$ cat config.mk
export PLATFORM = sky130hd
export DESIGN_NAME = reaction_timer_ctrl_flat
export DESIGN_NICKNAME = d
export VERILOG_FILES = /design/src/rtl/reaction_timer_ctrl_if.sv /design/src/rtl/reaction_timer_ctrl.sv /design/src/flat_wrapper.sv
export SDC_FILE = /design/constraint.sdc
export NUM_CORES = 1
export LEC_CHECK = 0
export ABC_CLOCK_PERIOD_IN_PS = 5750
export BUFFER_PORTS_ARGS = -buffer_cell sky130_fd_sc_hd__buf_4
export CORE_UTILIZATION = 35
export CTS_CLUSTER_SIZE = 16
export DETAILED_ROUTE_END_ITERATION = 8
export GPL_TIMING_DRIVEN = 1
export REMOVE_ABC_BUFFERS = 1
export SLEW_MARGIN = 20
export SYNTH_ARGS = -nofsm -noshare
export SYNTH_HDL_FRONTEND = slang
export SYNTH_SLANG_ARGS = --single-unit
$ cat constraint.sdc
create_clock -name clk -period 5.75 [get_ports clk]
set_clock_uncertainty 0.1 [all_clocks]
set_input_delay 0.575 -clock clk [delete_from_list [all_inputs] [get_ports clk]]
set_output_delay 0.575 -clock clk [all_outputs]
set_load 0.01 [all_outputs]
$ cat src/rtl/reaction_timer_ctrl_if.sv
// rtl/reaction_timer_ctrl_if.sv - button/LFSR inputs and display-side outputs of the reaction timer
interface reaction_timer_ctrl_if;
    logic        clear;
    logic        start;
    logic        stop;
    logic        rand_done;
    logic [13:0] rand_num;
    logic        rand_start;
    logic        led;
    logic [13:0] rt_ms;
    logic        result_valid;
    logic        too_early;
    logic        timeout;

    modport master (
        output clear, start, stop, rand_done, rand_num,
        input  rand_start, led, rt_ms, result_valid, too_early, timeout
    );

    modport slave (
        input  clear, start, stop, rand_done, rand_num,
        output rand_start, led, rt_ms, result_valid, too_early, timeout
    );
endinterface

$ cat src/rtl/reaction_timer_ctrl.sv
// rtl/reaction_timer_ctrl.sv - trial sequencer: random delay, stimulus LED, reaction time in ms
module reaction_timer_ctrl #(
    parameter int TICK_DIV     = 50000,
    parameter int MIN_DELAY_MS = 1000,
    parameter int RAND_BITS    = 12,
    parameter int MAX_RT_MS    = 9999
) (
    input  logic                  clk,
    input  logic                  reset,
    reaction_timer_ctrl_if.slave  bus
);
    localparam int          TW        = (TICK_DIV > 1) ? $clog2(TICK_DIV) : 1;
    localparam logic [TW-1:0] TICK_LAST = TW'(TICK_DIV - 1);
    localparam logic [13:0] MIN_DELAY = 14'(MIN_DELAY_MS);
    localparam logic [13:0] RAND_MASK = 14'((1 << RAND_BITS) - 1);
    localparam logic [13:0] MAX_RT    = 14'(MAX_RT_MS);

    typedef enum logic [2:0] {
        S_IDLE, S_REQ, S_WAIT, S_TIMING, S_DONE, S_EARLY, S_TIMEOUT
    } state_t;

    state_t        state, state_n;
    logic [TW-1:0] tick_cnt, tick_cnt_n;
    logic [13:0]   delay_cnt, delay_cnt_n;
    logic [13:0]   rt_ms_r, rt_ms_n, rt_inc;
    logic          rand_start_r, rand_start_n;
    logic          led_r, led_n;
    logic          valid_r, valid_n;
    logic          early_r, early_n;
    logic          tmo_r, tmo_n;
    logic          counting, tick;

    assign counting = (state == S_WAIT) || (state == S_TIMING);
    assign tick     = counting && (tick_cnt == TICK_LAST);

    always_ff @(posedge clk) begin
        if (reset) begin
            state        <= S_IDLE;
            tick_cnt     <= '0;
            delay_cnt    <= '0;
            rt_ms_r      <= '0;
            rand_start_r <= 1'b0;
            led_r        <= 1'b0;
            valid_r      <= 1'b0;
            early_r      <= 1'b0;
            tmo_r        <= 1'b0;
        end else begin
            state        <= state_n;
            tick_cnt     <= tick_cnt_n;
            delay_cnt    <= delay_cnt_n;
            rt_ms_r      <= rt_ms_n;
            rand_start_r <= rand_start_n;
            led_r        <= led_n;
            valid_r      <= valid_n;
            early_r      <= early_n;
            tmo_r        <= tmo_n;
        end
    end

    always_comb begin
        state_n      = state;
        delay_cnt_n  = delay_cnt;
        rt_ms_n      = rt_ms_r;
        rand_start_n = 1'b0;
        led_n        = led_r;
        valid_n      = valid_r;
        early_n      = early_r;
        tmo_n        = tmo_r;
        tick_cnt_n   = '0;
        rt_inc       = rt_ms_r + 14'(tick);

        if (bus.clear) begin
            state_n     = S_IDLE;
            delay_cnt_n = '0;
            rt_ms_n     = '0;
            led_n       = 1'b0;
            valid_n     = 1'b0;
            early_n     = 1'b0;
            tmo_n       = 1'b0;
        end else begin
            case (state)
                S_IDLE: begin
                    if (bus.start) begin
                        state_n      = S_REQ;
                        rand_start_n = 1'b1;
                    end
                end
                S_REQ, S_WAIT: begin
                    if (bus.stop) begin
                        state_n = S_EARLY;
                        early_n = 1'b1;
                        led_n   = 1'b0;
                        rt_ms_n = '0;
                    end else if (state == S_REQ) begin
                        if (bus.rand_done) begin
                            state_n     = S_WAIT;
                            delay_cnt_n = MIN_DELAY + (bus.rand_num & RAND_MASK);
                        end
                    end else if (tick) begin
                        // <=1 also guards a zero delay when MIN_DELAY_MS is 0
                        if (delay_cnt <= 14'd1) begin
                            state_n     = S_TIMING;
                            delay_cnt_n = '0;
                            led_n       = 1'b1;
                            rt_ms_n     = '0;
                        end else begin
                            delay_cnt_n = delay_cnt - 14'd1;
                        end
                    end
                end
                S_TIMING: begin
                    // a coincident tick is counted before the stop latches the result
                    if (bus.stop) begin
                        state_n = S_DONE;
                        rt_ms_n = rt_inc;
                        led_n   = 1'b0;
                        valid_n = 1'b1;
                    end else if (tick && (rt_inc >= MAX_RT)) begin
                        state_n = S_TIMEOUT;
                        rt_ms_n = MAX_RT;
                        led_n   = 1'b0;
                        tmo_n   = 1'b1;
                    end else begin
                        rt_ms_n = rt_inc;
                    end
                end
                S_DONE, S_EARLY, S_TIMEOUT: begin
                    if (bus.start) begin
                        state_n      = S_REQ;
                        rand_start_n = 1'b1;
                        rt_ms_n      = '0;
                        led_n        = 1'b0;
                        valid_n      = 1'b0;
                        early_n      = 1'b0;
                        tmo_n        = 1'b0;
                    end
                end
                default: state_n = S_IDLE;
            endcase
        end

        // the ms prescaler restarts from 0 whenever WAIT or TIMING is (re)entered
        if (counting && (state_n == state))
            tick_cnt_n = tick ? '0 : tick_cnt + TW'(1);
    end

    assign bus.rand_start   = rand_start_r;
    assign bus.led          = led_r;
    assign bus.rt_ms        = rt_ms_r;
    assign bus.result_valid = valid_r;
    assign bus.too_early    = early_r;
    assign bus.timeout      = tmo_r;
endmodule

$ cat src/flat_wrapper.sv
// flat-port wrapper written by rule: the top's interface ports become plain ports
module reaction_timer_ctrl_flat 
#(
    parameter int TICK_DIV     = 50000,
    parameter int MIN_DELAY_MS = 1000,
    parameter int RAND_BITS    = 12,
    parameter int MAX_RT_MS    = 9999
)
  (clk, reset, bus_clear, bus_start, bus_stop, bus_rand_done, bus_rand_num, bus_rand_start, bus_led, bus_rt_ms, bus_result_valid, bus_too_early, bus_timeout);
  reaction_timer_ctrl_if bus_i ();
  input  logic clk;
  input  logic reset;
  input wire logic [$bits(bus_i.clear)-1:0] bus_clear;
  input wire logic [$bits(bus_i.start)-1:0] bus_start;
  input wire logic [$bits(bus_i.stop)-1:0] bus_stop;
  input wire logic [$bits(bus_i.rand_done)-1:0] bus_rand_done;
  input wire logic [$bits(bus_i.rand_num)-1:0] bus_rand_num;
  output wire logic [$bits(bus_i.rand_start)-1:0] bus_rand_start;
  output wire logic [$bits(bus_i.led)-1:0] bus_led;
  output wire logic [$bits(bus_i.rt_ms)-1:0] bus_rt_ms;
  output wire logic [$bits(bus_i.result_valid)-1:0] bus_result_valid;
  output wire logic [$bits(bus_i.too_early)-1:0] bus_too_early;
  output wire logic [$bits(bus_i.timeout)-1:0] bus_timeout;
  assign bus_i.clear = bus_clear;
  assign bus_i.start = bus_start;
  assign bus_i.stop = bus_stop;
  assign bus_i.rand_done = bus_rand_done;
  assign bus_i.rand_num = bus_rand_num;
  assign bus_rand_start = bus_i.rand_start;
  assign bus_led = bus_i.led;
  assign bus_rt_ms = bus_i.rt_ms;
  assign bus_result_valid = bus_i.result_valid;
  assign bus_too_early = bus_i.too_early;
  assign bus_timeout = bus_i.timeout;
  reaction_timer_ctrl #(.TICK_DIV(TICK_DIV), .MIN_DELAY_MS(MIN_DELAY_MS), .RAND_BITS(RAND_BITS), .MAX_RT_MS(MAX_RT_MS)) u_core (.clk(clk), .reset(reset), .bus(bus_i));
endmodule
==> report_table.html <==
<table>
<tr><th>Metric</th><th>Value</th></tr>
<tr><th colspan="2">Synthesis</th></tr>
<tr><td>Synth Cell Area</td><td>around 0.0032 mm^2</td></tr>
<tr><td>Post-synth cell types</td><td>approximately 60</td></tr>
<tr><td>Yosys warns</td><td>0</td></tr>
<tr><td>Async set or reset register ratio after synthesis</td><td>0%</td></tr>
<tr><td>Top area cells in the synthesized netlist</td><td>sky130_fd_sc_hd__dfxtp_1 (33%), sky130_fd_sc_hd__nor2_1 (6.7%), sky130_fd_sc_hd__nand2_1 (5.4%)</td></tr>
<tr><td>Most frequent cell after synthesis</td><td>sky130_fd_sc_hd__nor2_1</td></tr>
<tr><td>Share of Yosys cell area claimed by the top area cell type</td><td>32.69%</td></tr>
<tr><td>Portion of the post-synthesis area used by sequential elements</td><td>32.69%</td></tr>
<tr><td>Cells after synthesis</td><td>410</td></tr>
<tr><td>Most frequently used flop master after synthesis</td><td>sky130_fd_sc_hd__dfxtp_1</td></tr>
<tr><td>Mean instance size in the synthesized netlist</td><td>roughly 7.8 um^2</td></tr>
<tr><td>Number of enable-type register cells in the synthesized netlist</td><td>0</td></tr>
<tr><td>Number of storage elements in the synthesis netlist</td><td>52</td></tr>
<tr><td>Most frequent cells after synthesis</td><td>sky130_fd_sc_hd__nor2_1 (57), sky130_fd_sc_hd__dfxtp_1 (52), sky130_fd_sc_hd__nand2_1 (46)</td></tr>
<tr><td>Post-synthesis cell type with the largest combined area</td><td>sky130_fd_sc_hd__dfxtp_1</td></tr>
<tr><th colspan="2">Global route</th></tr>
<tr><td>Largest net degree at the start of global routing</td><td>28</td></tr>
<tr><td>First-pass GRT wire length</td><td>13300 um</td></tr>
<tr><td>Via count of the first global-routing pass</td><td>2746</td></tr>
<tr><td>Initial antenna violation count</td><td>0</td></tr>
<tr><td>GRT Total Usage</td><td>around 17%</td></tr>
<tr><td>Overflow left after global routing</td><td>0</td></tr>
<tr><th colspan="2">CTS</th></tr>
<tr><td>Number of sinks driven by the clock tree</td><td>52</td></tr>
<tr><td>Post-CTS Setup Inserts</td><td>0</td></tr>
<tr><td>TritonCTS buffer count</td><td>5</td></tr>
<tr><td>Clock latency on the worst-skew pair</td><td>~0.32 ns</td></tr>
<tr><td>Maximum clock path buffer count</td><td>2</td></tr>
<tr><td>Clock H-tree levels</td><td>2</td></tr>
<tr><td>TritonCTS clock tree</td><td>yes</td></tr>
<tr><td>Cell at the root of the clock tree</td><td>sky130_fd_sc_hd__clkbuf_8</td></tr>
<tr><td>Post-cts gate resize count</td><td>0</td></tr>
<tr><td>Worst-path clk slew</td><td>0.11 ns</td></tr>
<tr><td>Hold-fix buffer count after cts</td><td>0</td></tr>
<tr><th colspan="2">Finish</th></tr>
<tr><td>Utilization after layout</td><td>roughly two fifths</td></tr>
<tr><td>Layout cells sized above 1</td><td>~14%</td></tr>
<tr><td>Final net count</td><td>461</td></tr>
<tr><td>Relative area change from synthesis to final layout</td><td>13.01%</td></tr>
<tr><td>FILL cells</td><td>890</td></tr>
<tr><td>Final std cell area, no fill</td><td>roughly 0.0036 mm^2</td></tr>
<tr><td>Diode insertion count for antenna repair</td><td>0</td></tr>
<tr><th colspan="2">STA</th></tr>
<tr><td>Setup repair after global routing missed its margin</td><td>no</td></tr>
<tr><td>Post-Route Setup TNS</td><td>0 ns</td></tr>
<tr><td>Share of the clock period used by the worst path</td><td>just under 70%</td></tr>
<tr><td>Fmax</td><td>~250 MHz</td></tr>
<tr><td>Worst Max-Slew Pin Slew</td><td>0.7859 ns</td></tr>
<tr><td>Pins over their slew limit</td><td>0</td></tr>
<tr><td>Number of failing setup endpoints in the final timing report</td><td>0</td></tr>
<tr><td>Crit path time final</td><td>about 4.0 ns</td></tr>
<tr><td>Final hold vios</td><td>0</td></tr>
<tr><td>Relative max-transition margin</td><td>47.05%</td></tr>
<tr><th colspan="2">Placed design</th></tr>
<tr><td>Placed wire-length estimate</td><td>~5600 um</td></tr>
<tr><td>Instance area at placement</td><td>roughly 0.0035 mm^2</td></tr>
<tr><td>Number of buffers added on ports</td><td>36</td></tr>
<tr><td>Final Wtd Congestion</td><td>~0.83</td></tr>
<tr><th colspan="2">Routing</th></tr>
<tr><td>Vias after detailed routing</td><td>just over 3000</td></tr>
<tr><td>DR WL/cell</td><td>14.60 um</td></tr>
<tr><td>Detailed router's first-iteration violation count</td><td>~180</td></tr>
<tr><td>DRC errors left</td><td>0</td></tr>
<tr><td>Post-detailed-route via-to-cell ratio</td><td>between 5 and 6</td></tr>
<tr><td>1st-pass router iterations</td><td>4</td></tr>
<tr><td>Drt total wl</td><td>between 7000 and 8000 um</td></tr>
<tr><td>Final ANT Viol Nets</td><td>0</td></tr>
<tr><th colspan="2">Critical path</th></tr>
<tr><td>Largest delay contributor family on the critical path</td><td>simple AND/OR/NAND/NOR gates</td></tr>
<tr><td>Data arrival time of the critical path</td><td>4.11 ns</td></tr>
<tr><td>Series of cell instances along the critical path</td><td>nor2b_1 &gt; nand2_1 &gt; nor2_1 &gt; ha_1 &gt; ha_1 &gt; nand2_1 &gt; or3_1 &gt; nor3b_2 &gt; o221a_2 &gt; o2111a_1 &gt; nor2_4 &gt; a22o_1</td></tr>
<tr><td>Max FO, Critical Path</td><td>12</td></tr>
<tr><td>Crit end category</td><td>register</td></tr>
<tr><td>CP startpoint kind</td><td>register</td></tr>
<tr><td>WP buf/inv</td><td>0</td></tr>
<tr><td>Worst setup path category</td><td>register to register</td></tr>
<tr><td>Highest cell delay on the worst timing path</td><td>between 0.5 and 0.6 ns</td></tr>
<tr><td>Slowest cell on the critical path</td><td>sky130_fd_sc_hd__dfxtp_1</td></tr>
<tr><td>Critical path data required time</td><td>approximately 5.9 ns</td></tr>
<tr><th colspan="2">Hold path</th></tr>
<tr><td>Path type of the worst min-delay path</td><td>register to register</td></tr>
<tr><th colspan="2">Die</th></tr>
<tr><td>Top-level I/O count</td><td>39</td></tr>
<tr><td>Total Die Area</td><td>~0.0095 mm^2</td></tr>
<tr><td>Placement row count</td><td>34</td></tr>
<tr><td>Die span in x</td><td>between 90 and 100 um</td></tr>
<tr><td>Placeable core region</td><td>between 0.008 and 0.009 mm^2</td></tr>
<tr><td>Initial Util</td><td>between 30% and 40%</td></tr>
<tr><td>Die Span Y</td><td>a little under 100 um</td></tr>
<tr><th colspan="2">Pwr</th></tr>
<tr><td>Worst vdd rail ir drop</td><td>about 0.00010 V</td></tr>
<tr><td>Total power divided by cell area</td><td>roughly 180 mW/mm^2</td></tr>
<tr><td>Final Total Pwr</td><td>approximately 0.64 mW</td></tr>
<tr><td>Leakage dissipation</td><td>between 1 and 1.5 nW</td></tr>
<tr><th colspan="2">Status</th></tr>
<tr><td>Outcome</td><td>completed</td></tr>
<tr><th colspan="2">Run</th></tr>
<tr><td>Max-capacitance violation count</td><td>0</td></tr>
</table>
## layer usage
layer	part of all wire (%)	track usage, %	wire, um
met5	0	0	0
met1	51	24.80	4059
met3	3.7	2.518	297
met4	1.3	5.430	100
met2	44	24.96	3468
## cell usage in the layout, fill, tap and decap left out, types with 2 or more instances in the layout
master                      n
sky130_fd_sc_hd__a22o_1     6
sky130_fd_sc_hd__o2111a_1   2
sky130_fd_sc_hd__nand2_1   46
sky130_fd_sc_hd__or3_1      6
sky130_fd_sc_hd__a211oi_1   4
sky130_fd_sc_hd__dfxtp_1   52
sky130_fd_sc_hd__and2_1     4
sky130_fd_sc_hd__a21oi_1   16
sky130_fd_sc_hd__a311o_1    5
sky130_fd_sc_hd__buf_4     36
sky130_fd_sc_hd__or2_2      2
sky130_fd_sc_hd__xnor2_1   17
sky130_fd_sc_hd__and3_1    11
sky130_fd_sc_hd__nor2_1    57
sky130_fd_sc_hd__nand4_1    6
sky130_fd_sc_hd__nand3_1   18
sky130_fd_sc_hd__nor3_1    17
sky130_fd_sc_hd__o31ai_1   10
sky130_fd_sc_hd__o21ai_0   24
sky130_fd_sc_hd__o221a_2    2
sky130_fd_sc_hd__a221oi_1   3
sky130_fd_sc_hd__o21ai_1    2
sky130_fd_sc_hd__xor2_1     9
sky130_fd_sc_hd__a22oi_1    8
sky130_fd_sc_hd__and4_1     2
sky130_fd_sc_hd__o41ai_1    3
sky130_fd_sc_hd__and4bb_2   2
sky130_fd_sc_hd__ha_1       7
sky130_fd_sc_hd__nor4_1     6
sky130_fd_sc_hd__o32ai_1    2
sky130_fd_sc_hd__inv_1     12
sky130_fd_sc_hd__a31oi_1    4
sky130_fd_sc_hd__nor2b_1    3
sky130_fd_sc_hd__clkbuf_8   6
sky130_fd_sc_hd__nor3_2     2
## power breakdown
| part | total [mW] | switching (mW) | internal [mW] | leakage [nW] |
|---|---|---|---|---|
| Combinational | 0.0518 | 0.0299 | 0.0219 | 0.782 |
| Sequential | 0.363 | 0.00224 | 0.361 | 0.419 |
| Clock | 0.227 | 0.128 | 0.0983 | 0.0445 |
| Total | 0.642 | 0.160 | 0.481 | 1.25 |
## final cells by class
class                   instances  area, um^2  area share (%)
flip-flops and latches         52        1041           28.93
well taps                     108       135.1           3.755
clock buffers                   7       86.33           2.399
inverters                      12       45.04           1.252
repair buffers                 36       270.3           7.510
clock inverters                 1       7.507          0.2086
multi-input cells             327        2013           55.95
## metrics by stage
step	worst slack, ns	std cells	hold WS, ns
2_1_floorplan	2.434	391	0.3130
3_3_place_gp	1.791	535	0.3256
3_5_place_dp	1.807	535	0.3312
4_1_cts	1.811	543	0.3463
5_1_grt	1.555	543	0.3790
6_report	1.753	543	0.3434
## cell families (layout without fill, tap and decap cells)
family          after synthesis  after routing  share of synthesized area [%]
buf+inv                      31             56                          4.322
compound gates              101            101                          22.32
simple gates                192            192                          30.41
mux                           1              1                         0.3536
fa+ha+maj                     7              7                          2.750
flops                        52             52                          32.69
xor+xnor                     26             26                          7.151
## sequential cells by signal, summed over array words and instances (netlist names)
signal	flops
u_core.bus.rt_ms	14
u_core.state	3
u_core.tick_cnt	16
u_core.bus.rand_start	1
u_core.bus.timeout	1
u_core.bus.led	1
u_core.bus.result_valid	1
u_core.delay_cnt	14
u_core.bus.too_early	1
## path summary, 6_finish.rpt
| path | depth (start not counted) | from | slack, ns | endpoint |
|---|---|---|---|---|
| worst max-delay path | 12 | u_core.state[1] | 1.75 | u_core.bus.rt_ms[4] |
| worst min register to register | 1 | u_core.tick_cnt[0] | 0.34 | u_core.tick_cnt[0] |
| worst min-delay path | 1 | u_core.tick_cnt[0] | 0.34 | u_core.tick_cnt[0] |
| worst max register to register | 12 | u_core.state[1] | 1.75 | u_core.bus.rt_ms[4] |
Power figures use the tool's default switching activity.
